$ cat config.mk
export PLATFORM = sky130hd
export DESIGN_NAME = alu_ex_stage_flat
export DESIGN_NICKNAME = d
export VERILOG_FILES = /design/src/rtl/alu_ex_stage_if.sv /design/src/rtl/alu_ex_stage.sv /design/src/flat_wrapper.sv
export SDC_FILE = /design/constraint.sdc
export NUM_CORES = 1
export LEC_CHECK = 0
export CAP_MARGIN = 30
export CORE_MARGIN = 10
export CORE_UTILIZATION = 55
export DETAILED_ROUTE_END_ITERATION = 6
export PLACE_DENSITY = 0.92
export REMOVE_ABC_BUFFERS = 1
export SLEW_MARGIN = 5
export SYNTH_ARGS = -nofsm -noshare
export SYNTH_HDL_FRONTEND = slang
export SYNTH_SLANG_ARGS = --single-unit
$ cat constraint.sdc
create_clock -name clk -period 6.9 [get_ports clk]
set_clock_uncertainty 0.1 [all_clocks]
set_input_delay 1.38 -clock clk [delete_from_list [all_inputs] [get_ports clk]]
set_output_delay 1.38 -clock clk [all_outputs]
set_load 0.02 [all_outputs]
$ cat src/rtl/alu_ex_stage_if.sv
// ============================================================================
//  Module   : alu_ex_stage_if
//  Purpose  : Operand/control bundle between ALU control, EX stage and MEM.
//  Revision : 1.0  initial release
// ============================================================================
`default_nettype none

interface alu_ex_stage_if #(
    parameter int WIDTH = 32
);
    logic [3:0]       aluctl;
    logic [WIDTH-1:0] a;
    logic [WIDTH-1:0] b;
    logic             valid_in;
    logic             stall_in;
    logic             flush;
    logic [WIDTH-1:0] result;
    logic             zero;
    logic             overflow;
    logic             valid_out;
    logic             busy;

    modport master (
        output aluctl, a, b, valid_in, stall_in, flush,
        input  result, zero, overflow, valid_out, busy
    );

    modport slave (
        input  aluctl, a, b, valid_in, stall_in, flush,
        output result, zero, overflow, valid_out, busy
    );
endinterface

`default_nettype wire

$ cat src/rtl/alu_ex_stage.sv
// ============================================================================
//  Module   : alu_ex_stage
//  Purpose  : Pipelined ALU execute stage with registered EX/MEM outputs.
//             Define ALU_EX_MULT_EN to add an iterative multiplier on op 4'h3.
//  Revision : 1.0  initial release
// ============================================================================
`default_nettype none

module alu_ex_stage #(
    parameter int WIDTH = 32
) (
    input  logic          clk,
    input  logic          rst,
    alu_ex_stage_if.slave ex_if
);

    localparam logic [3:0] OP_AND = 4'h0;
    localparam logic [3:0] OP_OR  = 4'h1;
    localparam logic [3:0] OP_ADD = 4'h2;
    localparam logic [3:0] OP_SUB = 4'h6;
    localparam logic [3:0] OP_SLT = 4'h7;
    localparam logic [3:0] OP_NOR = 4'hc;
    localparam logic [3:0] OP_XOR = 4'hd;

    logic [WIDTH-1:0] result_q, result_d;
    logic             zero_q, zero_d;
    logic             ovf_q, ovf_d;
    logic             valid_q, valid_d;

    logic [WIDTH-1:0] w_b_eff;
    logic [WIDTH-1:0] w_sum;
    logic [WIDTH-1:0] w_alu_res;
    logic             w_alu_ovf;
    logic             w_busy;
    logic             w_accept;

    // Single adder serves ADD and SUB; SUB feeds the two's complement of b.
    always_comb begin
        w_b_eff   = (ex_if.aluctl == OP_SUB) ? (~ex_if.b + WIDTH'(1)) : ex_if.b;
        w_sum     = ex_if.a + w_b_eff;
        w_alu_res = '0;
        w_alu_ovf = 1'b0;
        case (ex_if.aluctl)
            OP_AND: w_alu_res = ex_if.a & ex_if.b;
            OP_OR:  w_alu_res = ex_if.a | ex_if.b;
            OP_ADD, OP_SUB: begin
                w_alu_res = w_sum;
                w_alu_ovf = (ex_if.a[WIDTH-1] == w_b_eff[WIDTH-1]) &&
                            (w_sum[WIDTH-1] != ex_if.a[WIDTH-1]);
            end
            OP_SLT: w_alu_res = {{(WIDTH-1){1'b0}},
                                 ($signed(ex_if.a) < $signed(ex_if.b))};
            OP_NOR: w_alu_res = ~(ex_if.a | ex_if.b);
            OP_XOR: w_alu_res = ex_if.a ^ ex_if.b;
            default: begin
                w_alu_res = '0;
                w_alu_ovf = 1'b0;
            end
        endcase
    end

`ifdef ALU_EX_MULT_EN
    localparam logic [3:0] OP_MUL = 4'h3;
    localparam int         CW     = $clog2(WIDTH + 1);

    typedef enum logic [0:0] {
        ST_IDLE = 1'b0,
        ST_MUL  = 1'b1
    } state_e;

    state_e           state_q, state_d;
    logic [CW-1:0]    cnt_q, cnt_d;
    logic [WIDTH-1:0] mcand_q, mcand_d;
    logic [WIDTH-1:0] mplier_q, mplier_d;
    logic [WIDTH-1:0] acc_q, acc_d;
    logic [WIDTH-1:0] w_acc_step;

    assign w_acc_step = mplier_q[0] ? (acc_q + mcand_q) : acc_q;
    assign w_busy     = (state_q == ST_MUL);
`else
    assign w_busy     = 1'b0;
`endif

    assign w_accept = ex_if.valid_in & ~w_busy & ~ex_if.stall_in & ~ex_if.flush;

    always_comb begin
        result_d = result_q;
        zero_d   = zero_q;
        ovf_d    = ovf_q;
        valid_d  = valid_q;
`ifdef ALU_EX_MULT_EN
        state_d  = state_q;
        cnt_d    = cnt_q;
        mcand_d  = mcand_q;
        mplier_d = mplier_q;
        acc_d    = acc_q;
`endif
        if (ex_if.flush) begin
            valid_d = 1'b0;
`ifdef ALU_EX_MULT_EN
            state_d = ST_IDLE;
`endif
        end else if (ex_if.stall_in) begin
            valid_d = valid_q;
`ifdef ALU_EX_MULT_EN
        end else if (state_q == ST_MUL) begin
            acc_d    = w_acc_step;
            mcand_d  = mcand_q << 1;
            mplier_d = mplier_q >> 1;
            cnt_d    = cnt_q - CW'(1);
            if (cnt_q == CW'(1)) begin
                result_d = w_acc_step;
                zero_d   = (w_acc_step == '0);
                ovf_d    = 1'b0;
                valid_d  = 1'b1;
                state_d  = ST_IDLE;
            end
        end else if (w_accept && (ex_if.aluctl == OP_MUL)) begin
            state_d  = ST_MUL;
            cnt_d    = CW'(WIDTH);
            mcand_d  = ex_if.a;
            mplier_d = ex_if.b;
            acc_d    = '0;
            valid_d  = 1'b0;
`endif
        end else if (w_accept) begin
            result_d = w_alu_res;
            zero_d   = (w_alu_res == '0);
            ovf_d    = w_alu_ovf;
            valid_d  = 1'b1;
        end else begin
            valid_d  = 1'b0;
        end
    end

    always_ff @(posedge clk) begin
        if (rst) begin
            result_q <= '0;
            zero_q   <= 1'b1;
            ovf_q    <= 1'b0;
            valid_q  <= 1'b0;
        end else begin
            result_q <= result_d;
            zero_q   <= zero_d;
            ovf_q    <= ovf_d;
            valid_q  <= valid_d;
        end
    end

`ifdef ALU_EX_MULT_EN
    always_ff @(posedge clk) begin
        if (rst) begin
            state_q  <= ST_IDLE;
            cnt_q    <= '0;
            mcand_q  <= '0;
            mplier_q <= '0;
            acc_q    <= '0;
        end else begin
            state_q  <= state_d;
            cnt_q    <= cnt_d;
            mcand_q  <= mcand_d;
            mplier_q <= mplier_d;
            acc_q    <= acc_d;
        end
    end
`endif

    assign ex_if.result    = result_q;
    assign ex_if.zero      = zero_q;
    assign ex_if.overflow  = ovf_q;
    assign ex_if.valid_out = valid_q;
    assign ex_if.busy      = w_busy;

endmodule

`default_nettype wire

$ cat src/flat_wrapper.sv
// flat-port wrapper written by rule: the top's interface ports become plain ports
module alu_ex_stage_flat 
#(
    parameter int WIDTH = 32
)
  (clk, rst, ex_if_aluctl, ex_if_a, ex_if_b, ex_if_valid_in, ex_if_stall_in, ex_if_flush, ex_if_result, ex_if_zero, ex_if_overflow, ex_if_valid_out, ex_if_busy);
  alu_ex_stage_if #(.WIDTH(WIDTH)) ex_if_i ();
  input  logic clk;
  input  logic rst;
  input wire logic [$bits(ex_if_i.aluctl)-1:0] ex_if_aluctl;
  input wire logic [$bits(ex_if_i.a)-1:0] ex_if_a;
  input wire logic [$bits(ex_if_i.b)-1:0] ex_if_b;
  input wire logic [$bits(ex_if_i.valid_in)-1:0] ex_if_valid_in;
  input wire logic [$bits(ex_if_i.stall_in)-1:0] ex_if_stall_in;
  input wire logic [$bits(ex_if_i.flush)-1:0] ex_if_flush;
  output wire logic [$bits(ex_if_i.result)-1:0] ex_if_result;
  output wire logic [$bits(ex_if_i.zero)-1:0] ex_if_zero;
  output wire logic [$bits(ex_if_i.overflow)-1:0] ex_if_overflow;
  output wire logic [$bits(ex_if_i.valid_out)-1:0] ex_if_valid_out;
  output wire logic [$bits(ex_if_i.busy)-1:0] ex_if_busy;
  assign ex_if_i.aluctl = ex_if_aluctl;
  assign ex_if_i.a = ex_if_a;
  assign ex_if_i.b = ex_if_b;
  assign ex_if_i.valid_in = ex_if_valid_in;
  assign ex_if_i.stall_in = ex_if_stall_in;
  assign ex_if_i.flush = ex_if_flush;
  assign ex_if_result = ex_if_i.result;
  assign ex_if_zero = ex_if_i.zero;
  assign ex_if_overflow = ex_if_i.overflow;
  assign ex_if_valid_out = ex_if_i.valid_out;
  assign ex_if_busy = ex_if_i.busy;
  alu_ex_stage #(.WIDTH(WIDTH)) u_core (.clk(clk), .rst(rst), .ex_if(ex_if_i));
endmodule
# ---- After elaboration in Yosys (flattened, before gate mapping)
# Index checks and enable logic that the tools add are counted.
dict set report word_totals {
  elab_cells 34
  out_inout_bits 36
  input_bits 73
  regBits 35
}
dict set report op_classes {
  n_lt_le_gt_ge 1
  n_eq_ne 8
  n_mux 4
  bitwise_logic 9
  add_sub_neg 2
  reduce_logical 6
}
# op count
set ops {}
lappend ops {{one-hot mux 32 bit (6 select lines)} 1}
lappend ops {{inverter 32 bit} 2}
lappend ops {{adder 32 x 1 -> 32 bit (second input constant)} 1}
lappend ops {{adder 32 bit} 1}
lappend ops {{AND 32 bit} 1}
lappend ops {{zero test 32 bit} 1}
lappend ops {{less-than comparator 32 bit} 1}
lappend ops {{2-to-1 mux 32 bit} 1}
lappend ops {{bitwise OR 32 bit} 1}
lappend ops {{XOR 32 bit} 1}
lappend ops {{equality test 4 x 3 -> 1 bit (second input constant)} 2}
lappend ops {{equality test 4 bit (second input constant)} 2}
lappend ops {{equality test 4 x 1 -> 1 bit (second input constant)} 1}
lappend ops {{equality test 4 x 2 -> 1 bit (second input constant)} 1}
lappend ops {{zero test 4 bit} 1}
lappend ops {{OR reduction 2 bit} 2}
lappend ops {{AND reduction 3 bit} 1}
lappend ops {{AND 1 bit} 2}
lappend ops {{2-to-1 mux 1 bit} 2}
lappend ops {{inverter 1 bit} 2}
lappend ops {{equality test 1 bit} 1}
lappend ops {{logical AND 1 bit} 1}
lappend ops {{!= test 1 bit} 1}

# ---- Depth between registers and ports, before layout
# Gate-level depths: netlist (run 1).
dict set report depth {
  word_depth 7
  mapped_depth 20
  depth_no_buf 20
}

# ---- Least setup slack after synthesis (run 1)
# No wires, ideal clock.
dict set report synth_path {
  kind {input to register}
  from {in ex_if_aluctl[3]}
  to {reg u_core.zero_q, in the netlist u_core.ex_if.zero}
  arrival_time_ns 5.539
  stages 18
  setup_time_ns 0.060
  slack_ns 1.201
  path_buffers 4
  required_time_ns 6.740
  cell_sequence {buf_2 nor3b_2 clkbuf_1 buf_1 and2_1 clkbuf_1 o21ai_0 fa_1 a21o_1 a221oi_2 nor3_1 or3_1 a311oi_2 nand4_1 nor4_1 nand4_1 nor4_1 a311o_1}
}
dict set report synth_via {
  elab_chain_len 5
  word_cells_on_any_way 12
  classes_between {add/sub (1); eq/ne (6); mux (2); reduce/logical (3)}
}
# element line_no
set synth_lines {}
lappend synth_lines {{from (decl)} flat_wrapper.sv:10} ;# input wire logic [$bits(ex_if_i.aluctl)-1:0] ex_if_aluctl;
lappend synth_lines {{equality test 4 x 3 -> 1 bit} {alu_ex_stage.sv:39, alu_ex_stage.sv:43}}
lappend synth_lines {{2-to-1 mux 32 bit} alu_ex_stage.sv:39} ;# w_b_eff = (ex_if.aluctl == OP_SUB) ? (~ex_if.b + WIDTH'(1)) : ex_if.b;
lappend synth_lines {{adder 32 bit} alu_ex_stage.sv:40} ;# w_sum = ex_if.a + w_b_eff;
lappend synth_lines {{one-hot mux 32 bit (6 select lines) *} alu_ex_stage.sv:43} ;# case (ex_if.aluctl)
lappend synth_lines {{zero test 32 bit *} alu_ex_stage.sv:128} ;# zero_d = (w_alu_res == '0);
lappend synth_lines {{to (signal assigned)} alu_ex_stage.sv:144} ;# zero_q <= zero_d;
lappend synth_lines {{to (decl)} alu_ex_stage.sv:26} ;# logic zero_q, zero_d;
# Mark *: on every way between the ends. The rest lies on a longest branch, timed or not.
# A chain may end at the register's enable or synchronous reset.

# ---- Final worst setup path (run 1)
dict set report layout_path {
  from {in ex_if_b[1]}
  to {reg u_core.zero_q, in the netlist u_core.ex_if.zero}
}
dict set report layout_via {
  elab_chain_len 6
  word_cells_on_any_way 11
  classes_between {add/sub (2); order compare (1); mux (2); bitwise (5); reduce/logical (1)}
}
# element line_no
set layout_lines {}
lappend layout_lines {{from (decl)} flat_wrapper.sv:12} ;# input wire logic [$bits(ex_if_i.b)-1:0] ex_if_b;
lappend layout_lines {{inverter 32 bit} alu_ex_stage.sv:39}
lappend layout_lines {{adder 32 x 1 -> 32 bit} alu_ex_stage.sv:39}
lappend layout_lines {{2-to-1 mux 32 bit} alu_ex_stage.sv:39}
lappend layout_lines {{adder 32 bit} alu_ex_stage.sv:40}
lappend layout_lines {{one-hot mux 32 bit (6 select lines) *} alu_ex_stage.sv:43}
lappend layout_lines {{zero test 32 bit *} alu_ex_stage.sv:128}
# Marked as above.

==> run_results.csv, run 1 <==
group,metric,value,unit
status,outcome,"finished clean",
pwr,power_frac_seq,0.217,
cts,clk_latency,280,ps
floorplanning,dieArea,16900,sq um
cts,cts_hold_buf,0,
logic_synthesis,async_reset_ff_frac,0,
routing,wl,22100,microns
logic_synthesis,synth.distinct_cells,75,
worst_setup_path,crit_buf_inv,3,
pwr,powerDensity,124,nW/um^2
placement,place.gp.congestion,0.970,
pwr,switching_power,0.000405,W
sta,post-route-period-util,0.924,
worst_setup_path,path_depth,21,
grt,grt_pass1_vias,7181,
placement,place_hpwl,17300,microns
cts,cts_made_buffers,5,
grt,grt_max_degree,59,
worst_setup_path,cp-end-kind,"register",
flow_run,maxCapViolCount,0,
cts,cts_tree,"done",
worst_setup_path,crit_fanout,5,
worst_setup_path,path_class,"input port to register",
sta,final-hold-violation-count,0,
pwr,internal_power,0.000598,W
cts,cts-resized-gates,0,
logic_synthesis,synth_flop_cell,"dfxtp_1",
placement,port-buffer-count,107,
sta,setup_viol,0,
pwr,clkPwrFrac,0.259,
hold_path,hold_depth,2,
logic_synthesis,synth_edf_count,0,
pwr,max-vdd-ir-drop,104,uV
logic_synthesis,syn_area_per_cell,7.26,sq um
placement,dp_cells,1143,
cts,numClockSinks,35,
floorplanning,die_w,130,microns
routing,dr.pass1.iters,6,
sta,slew_headroom,0.455,
cts,post_cts_buffers,0,
floorplanning,rows,40,
logic_synthesis,netlist.area_leader.share,0.247,
pwr,p_leak,3.48,nW
worst_setup_path,path_delay_family,"simple AND/OR/NAND/NOR gates",
final_layout,layout.nets,1210,
floorplanning,start_util,0.558,
worst_setup_path,cp_data_required_time,7030,ps
grt,gr-total-overflow,0,
cts,h-tree-depth,2,
sta,tns,0,ps
cts,cts_root_buffer,"clkbuf_16",
grt,antenna_found_initial,0,
floorplanning,pin_count,109,
logic_synthesis,yosysTopAreaCell,"ha_1",
grt,grt_pass1_wl,35200,microns
worst_setup_path,r2r_cells,2,
final_layout,diodes,0,
final_layout,nFillCells,1023,
worst_setup_path,slowest_stage,"a2111oi_0",
sta,layout_min_cycle_time,6380,ps
routing,wl_per_cell,19.2,microns
final_layout,post-route-util,0.674,
routing,via_count,7551,
logic_synthesis,synth-seq-cells,35,
final_layout,final_cells,1152,
cts,path_clk_slew,60,ps
worst_setup_path,rrSetupSlack,5940,ps
pwr,power_frac_comb,0.524,
sta,rsz0062_at_grt,"false",
hold_path,min_path_type,"register to register",
logic_synthesis,synthCells,919,
logic_synthesis,ys_seq_area_frac,0.105,
pwr,swShare,0.404,
placement,dpl_cell_area,7870,sq um
cts,clk_path_buf_depth,2,
final_layout,syn_to_final_growth,20.8,%
grt,grt_usage,0.250,
worst_setup_path,slowest_delay,630,ps
sta,timing.fmax,157,MHz
worst_setup_path,crit_path_start_kind,"input port",
routing,antenna_left,0,
routing,via_per_inst,6.55,
logic_synthesis,yosys-top-cells-area,"ha_1 25%, dfxtp_1 10%, a21oi_1 7.0%, nor2_1 5.5%, xnor2_1 4.7%",
logic_synthesis,syn_area,6680,sq um
sta,worst_pin_slew,816,ps
logic_synthesis,synth.yosys.warnings,0,
worst_setup_path,path_cells,"clkdlybuf4s50_1 -> inv_1 -> ha_1 -> nand2_1 -> nor4_1 -> buf_4 -> nand3_1 -> or2_2 -> nor2_1 -> a21oi_1 -> xnor2_1 -> ha_1 -> a21o_1 -> a21o_1 -> a2111oi_0 -> nor3_1 -> mux2_2 -> a21oi_1 -> nand3_1 -> nor4_1 -> a311o_1",
floorplanning,die_h,130,microns
worst_setup_path,arrival,6500,ps
routing,drc,0,
final_layout,drive_gt1_frac,0.0507,
final_layout,finalInstanceArea,8070,sq um
sta,slew_viol_final,0,
routing,drt_iter0_markers,811,
floorplanning,core,12000,sq um
## final timing paths
path,end,startpoint
min,u_core.ex_if.overflow$_SDFFE_PP0P_,u_core.ex_if.overflow$_SDFFE_PP0P_
max,u_core.ex_if.zero$_SDFFE_PP1P_,ex_if_b[1]
max reg2reg,u_core.ex_if.zero$_SDFFE_PP1P_,u_core.ex_if.zero$_SDFFE_PP1P_
min reg2reg,u_core.ex_if.overflow$_SDFFE_PP0P_,u_core.ex_if.overflow$_SDFFE_PP0P_
## power groups by stage
| stage | clock network [W] | registers (W) | logic [W] |
|---|---|---|---|
| after global routing | 0.000267 | 0.000219 | 0.000575 |
| final | 0.000260 | 0.000218 | 0.000526 |
| after detailed placement | 0 | 0.000222 | 0.000507 |
| after floorplan | 0 | 0.000232 | 0.000313 |
| after CTS | 0.000260 | 0.000218 | 0.000512 |
| after global placement | 0 | 0.000221 | 0.000497 |
## through the flow
| step | hold slack, ps | total power, W | setup WS (ps) |
|---|---|---|---|
| 3_3_place_gp | 337 | 0.000719 | 685 |
| 5_1_grt | 385 | 0.00106 | 318 |
| 4_1_cts | 352 | 0.000989 | 715 |
| 3_5_place_dp | 344 | 0.000729 | 462 |
| 6_report | 351 | 0.00100 | 524 |
| 2_1_floorplan | 424 | 0.000545 | 1020 |
## kinds of logic after synthesis
kind of cell	count (synthesis)	share of synthesized area
simple gates	278	0.206
other cells	1	0.000562
flops	35	0.105
xor+xnor	46	0.0615
fa+ha+maj	133	0.250
buf+inv	127	0.0748
compound gates	290	0.288
mux	9	0.0137
## synth_stat cells (all sizes together), types with 3 or more instances
cell type	instances
inv	78
o21ai	46
nand2	56
a21boi	3
ha	132
buf	23
clkbuf	25
and4	3
a221o	8
nand4	17
o41ai	3
nor3	26
o32ai	3
or4	3
or3b	3
nand3	15
a21o	14
or2	5
xnor2	37
xor2	9
a221oi	21
a2111oi	4
nor2b	7
nor4	15
dfxtp	35
a211oi	27
mux2i	8
o31ai	4
a311oi	5
o22ai	7
a31oi	18
o211ai	6
a21oi	94
or3	10
and3	6
and3b	3
nand2b	4
o21bai	5
and2	3
nor2	97
nor3b	3
## area by class of cell
type,count,area (sq um),area share
clock buffer,5,125,0.0155
timing repair buffer,126,1230,0.152
multi-input combinational,757,5490,0.680
inverter,79,297,0.0368
sequential,35,701,0.0869
clock inverter,3,43.8,0.00543
tap,147,184,0.0228
## flip-flops by register name, summed over array words and instances (netlist names)
register / flops
u_core.ex_if.overflow: 1
u_core.ex_if.zero: 1
u_core.ex_if.valid_out: 1
u_core.ex_if.result: 32
## worst min-delay path: stages (launching register included)
cell and delay [ps]:
dfxtp_1 300, nand2_1 50, a21oi_1 50
## layout by cell type, fill, tap and decap left out, types with 6 or more instances in the layout
cell type	count
and3_1	6
nor4_1	12
a21oi_1	94
buf_4	18
clkdlybuf4s50_1	106
o21ai_0	44
a31oi_1	17
nor3_1	25
ha_1	132
nor2b_1	7
o211ai_1	6
a221o_1	8
nand4_1	17
a221oi_1	20
mux2i_1	8
dfxtp_1	35
or3_1	10
nand3_1	15
inv_1	78
a211oi_1	27
nand2_1	56
o22ai_1	7
xnor2_1	36
a21o_1	14
nor2_1	97
xor2_1	9
## routing by layer
layer  share of wire  vias up  GRT usage
met1            0.41     3514      0.314
met3            0.11       66     0.0564
met5               0        -          0
met2            0.45      443      0.407
met4           0.034        0     0.0946
li1                -     3528          -
Power figures use the tool's default switching activity.
==> inputs of run 2 (changes only) <==
- CTS_BUF_LIST: unset -> sky130_fd_sc_hd__clkbuf_16
- CTS_CLUSTER_SIZE: unset -> 8
==> results of run 2 <==
Same layout as run 1: the final DEF is identical, and so are final timing and power.
==> inputs of run 3 (changes only) <==
- CORE_ASPECT_RATIO: unset -> 1.5
==> run_results.csv, run 3 (same netlist as run 1, synthesis figures left out) <==
group,metric,value,unit
pwr,total_power,0.000962,W
sta,slew_headroom,0.465,
grt,gr-total-overflow,0,
final_layout,diodes,0,
final_layout,largest_reg_flops,32,
floorplanning,start_util,0.558,
hold_path,min_path_type,"register to register",
sta,final-hold-violation-count,0,
worst_setup_path,arrival,6270,ps
sta,post-route-period-util,0.892,
cts,cts_hold_buf,0,
worst_setup_path,crit_start,"ex_if_b[1]",
sta,worst_pin_slew,794,ps
final_layout,layout_common_cells,"132 x ha_1, 106 x clkdlybuf4s50_1, 97 x nor2_1",
cts,numClockSinks,35,
floorplanning,die_h,155,microns
routing,dr.pass1.iters,5,
floorplanning,rows,49,
sta,rsz0062_at_grt,"false",
pwr,p_leak,3.45,nW
status,outcome,"finished clean",
cts,cts-resized-gates,0,
sta,layout_min_cycle_time,6150,ps
grt,grt_usage,0.271,
cts,post_cts_buffers,0,
routing,via_count,7354,
final_layout,drive_gt1_frac,0.0459,
final_layout,final_common_cell,"ha_1",
routing,via_per_inst,6.36,
worst_setup_path,timing.rr.end,"u_core.ex_if.zero$_SDFFE_PP1P_",
grt,antenna_found_initial,0,
cts,clk_latency,280,ps
pwr,max-vdd-ir-drop,114,uV
placement,port-buffer-count,107,
routing,antenna_left,0,
worst_setup_path,reg2reg_from,"u_core.ex_if.zero$_SDFFE_PP1P_",
floorplanning,pin_count,109,
sta,timing.fmax,163,MHz
sta,setup_viol,0,
routing,wl,23500,microns
flow_run,maxCapViolCount,0,
grt,grt_pass1_wl,36800,microns
grt,grt_max_degree,60,
routing,drc,0,
floorplanning,core,12000,sq um
sta,slew_viol_final,0,
cts,h-tree-depth,2,
cts,clk_path_buf_depth,2,
worst_setup_path,crit_path_start_kind,"input port",
worst_setup_path,r2r_cells,2,
cts,cts_root_buffer,"clkbuf_16",
routing,drt_iter0_markers,445,
final_layout,layout.nets,1208,
cts,cts_made_buffers,5,
final_layout,syn_to_final_growth,19.9,%
routing,wl_per_cell,20.4,microns
cts,cts_tree,"done",
worst_setup_path,crit_fanout,5,
placement,dpl_cell_area,7860,sq um
pwr,powerDensity,120,nW/um^2
cts,path_clk_slew,50,ps
grt,grt_pass1_vias,7273,
worst_setup_path,rrSetupSlack,5950,ps
worst_setup_path,crit_end,"u_core.ex_if.zero$_SDFFE_PP1P_",
final_layout,finalInstanceArea,8010,sq um
floorplanning,die_w,110,microns
floorplanning,dieArea,17000,sq um
placement,place_hpwl,18900,microns
worst_setup_path,cp_data_required_time,7020,ps
worst_setup_path,path_class,"input port to register",
placement,place.gp.congestion,1.01,
sta,tns,0,ps
worst_setup_path,cp-end-kind,"register",
-- run 3: cell types whose count changed in the layout (fill, tap and decap cells not counted) --
cell	change
clkinv_2	-1
buf_16	-1
inv_1	+1
clkinv_1	+2
bufinv_16	-1
buf_4	-1
clkinv_4	-1
-- run 3: how the worst min path moves through the flow --
stage,startpoint,endpoint,cells after the start
2_1_floorplan,u_core.ex_if.overflow$_SDFFE_PP0P_,u_core.ex_if.overflow$_SDFFE_PP0P_,2
3_3_place_gp,u_core.ex_if.overflow$_SDFFE_PP0P_,u_core.ex_if.overflow$_SDFFE_PP0P_,2
3_5_place_dp,u_core.ex_if.overflow$_SDFFE_PP0P_,u_core.ex_if.overflow$_SDFFE_PP0P_,2
4_1_cts,u_core.ex_if.overflow$_SDFFE_PP0P_,u_core.ex_if.overflow$_SDFFE_PP0P_,2
5_1_grt,u_core.ex_if.result[22]$_SDFFE_PP0P_,u_core.ex_if.result[22]$_SDFFE_PP0P_,2
6_report,u_core.ex_if.overflow$_SDFFE_PP0P_,u_core.ex_if.overflow$_SDFFE_PP0P_,2
-- run 3: cell type report --
class / count / area [sq um]
inverter: 79 / 297
multi-input combinational: 757 / 5490
sequential: 35 / 701
tap: 153 / 191
fill: 1056 / 3950
clock buffer: 5 / 125
clock inverter: 3 / 11.3
timing repair buffer: 124 / 1190
-- run 3: metal layers --
layer / GRT usage / part of all wire
met3: 0.0405 / 0.054
met2: 0.487 / 0.51
met4: 0.203 / 0.087
met1: 0.268 / 0.35
met5: 0 / 0
-- run 3: power breakdown --
part	internal [W]	leakage (nW)	switching, W
clock	0.000130	0.0701	0.0000789
sequential	0.000212	0.286	0.00000492
combinational	0.000216	3.09	0.000320
-- run 3: worst max-delay path: stages --
cell	delay [ps]
clkdlybuf4s50_1	460
inv_1	140
ha_1	190
nand2_1	100
nor4_1	260
buf_4	190
nand3_1	110
or2_2	340
nor2_1	270
a21oi_1	130
xnor2_1	140
ha_1	350
a21o_1	230
a21o_1	200
a2111oi_0	680
nor3_1	100
mux2_2	300
a21oi_1	140
nand3_1	110
nor4_1	250
a311o_1	190
-- run 3: per-stage QoR --
stage          hold WS [ps]   util  instances  setup slack [ps]
3_3_place_gp            340  0.658       1147               707
4_1_cts                 355  0.669       1155               825
3_5_place_dp            348  0.658       1147               559
5_1_grt                 375  0.670       1156               237
2_1_floorplan           424      -        871              1020
6_report                351  0.670       1156               748
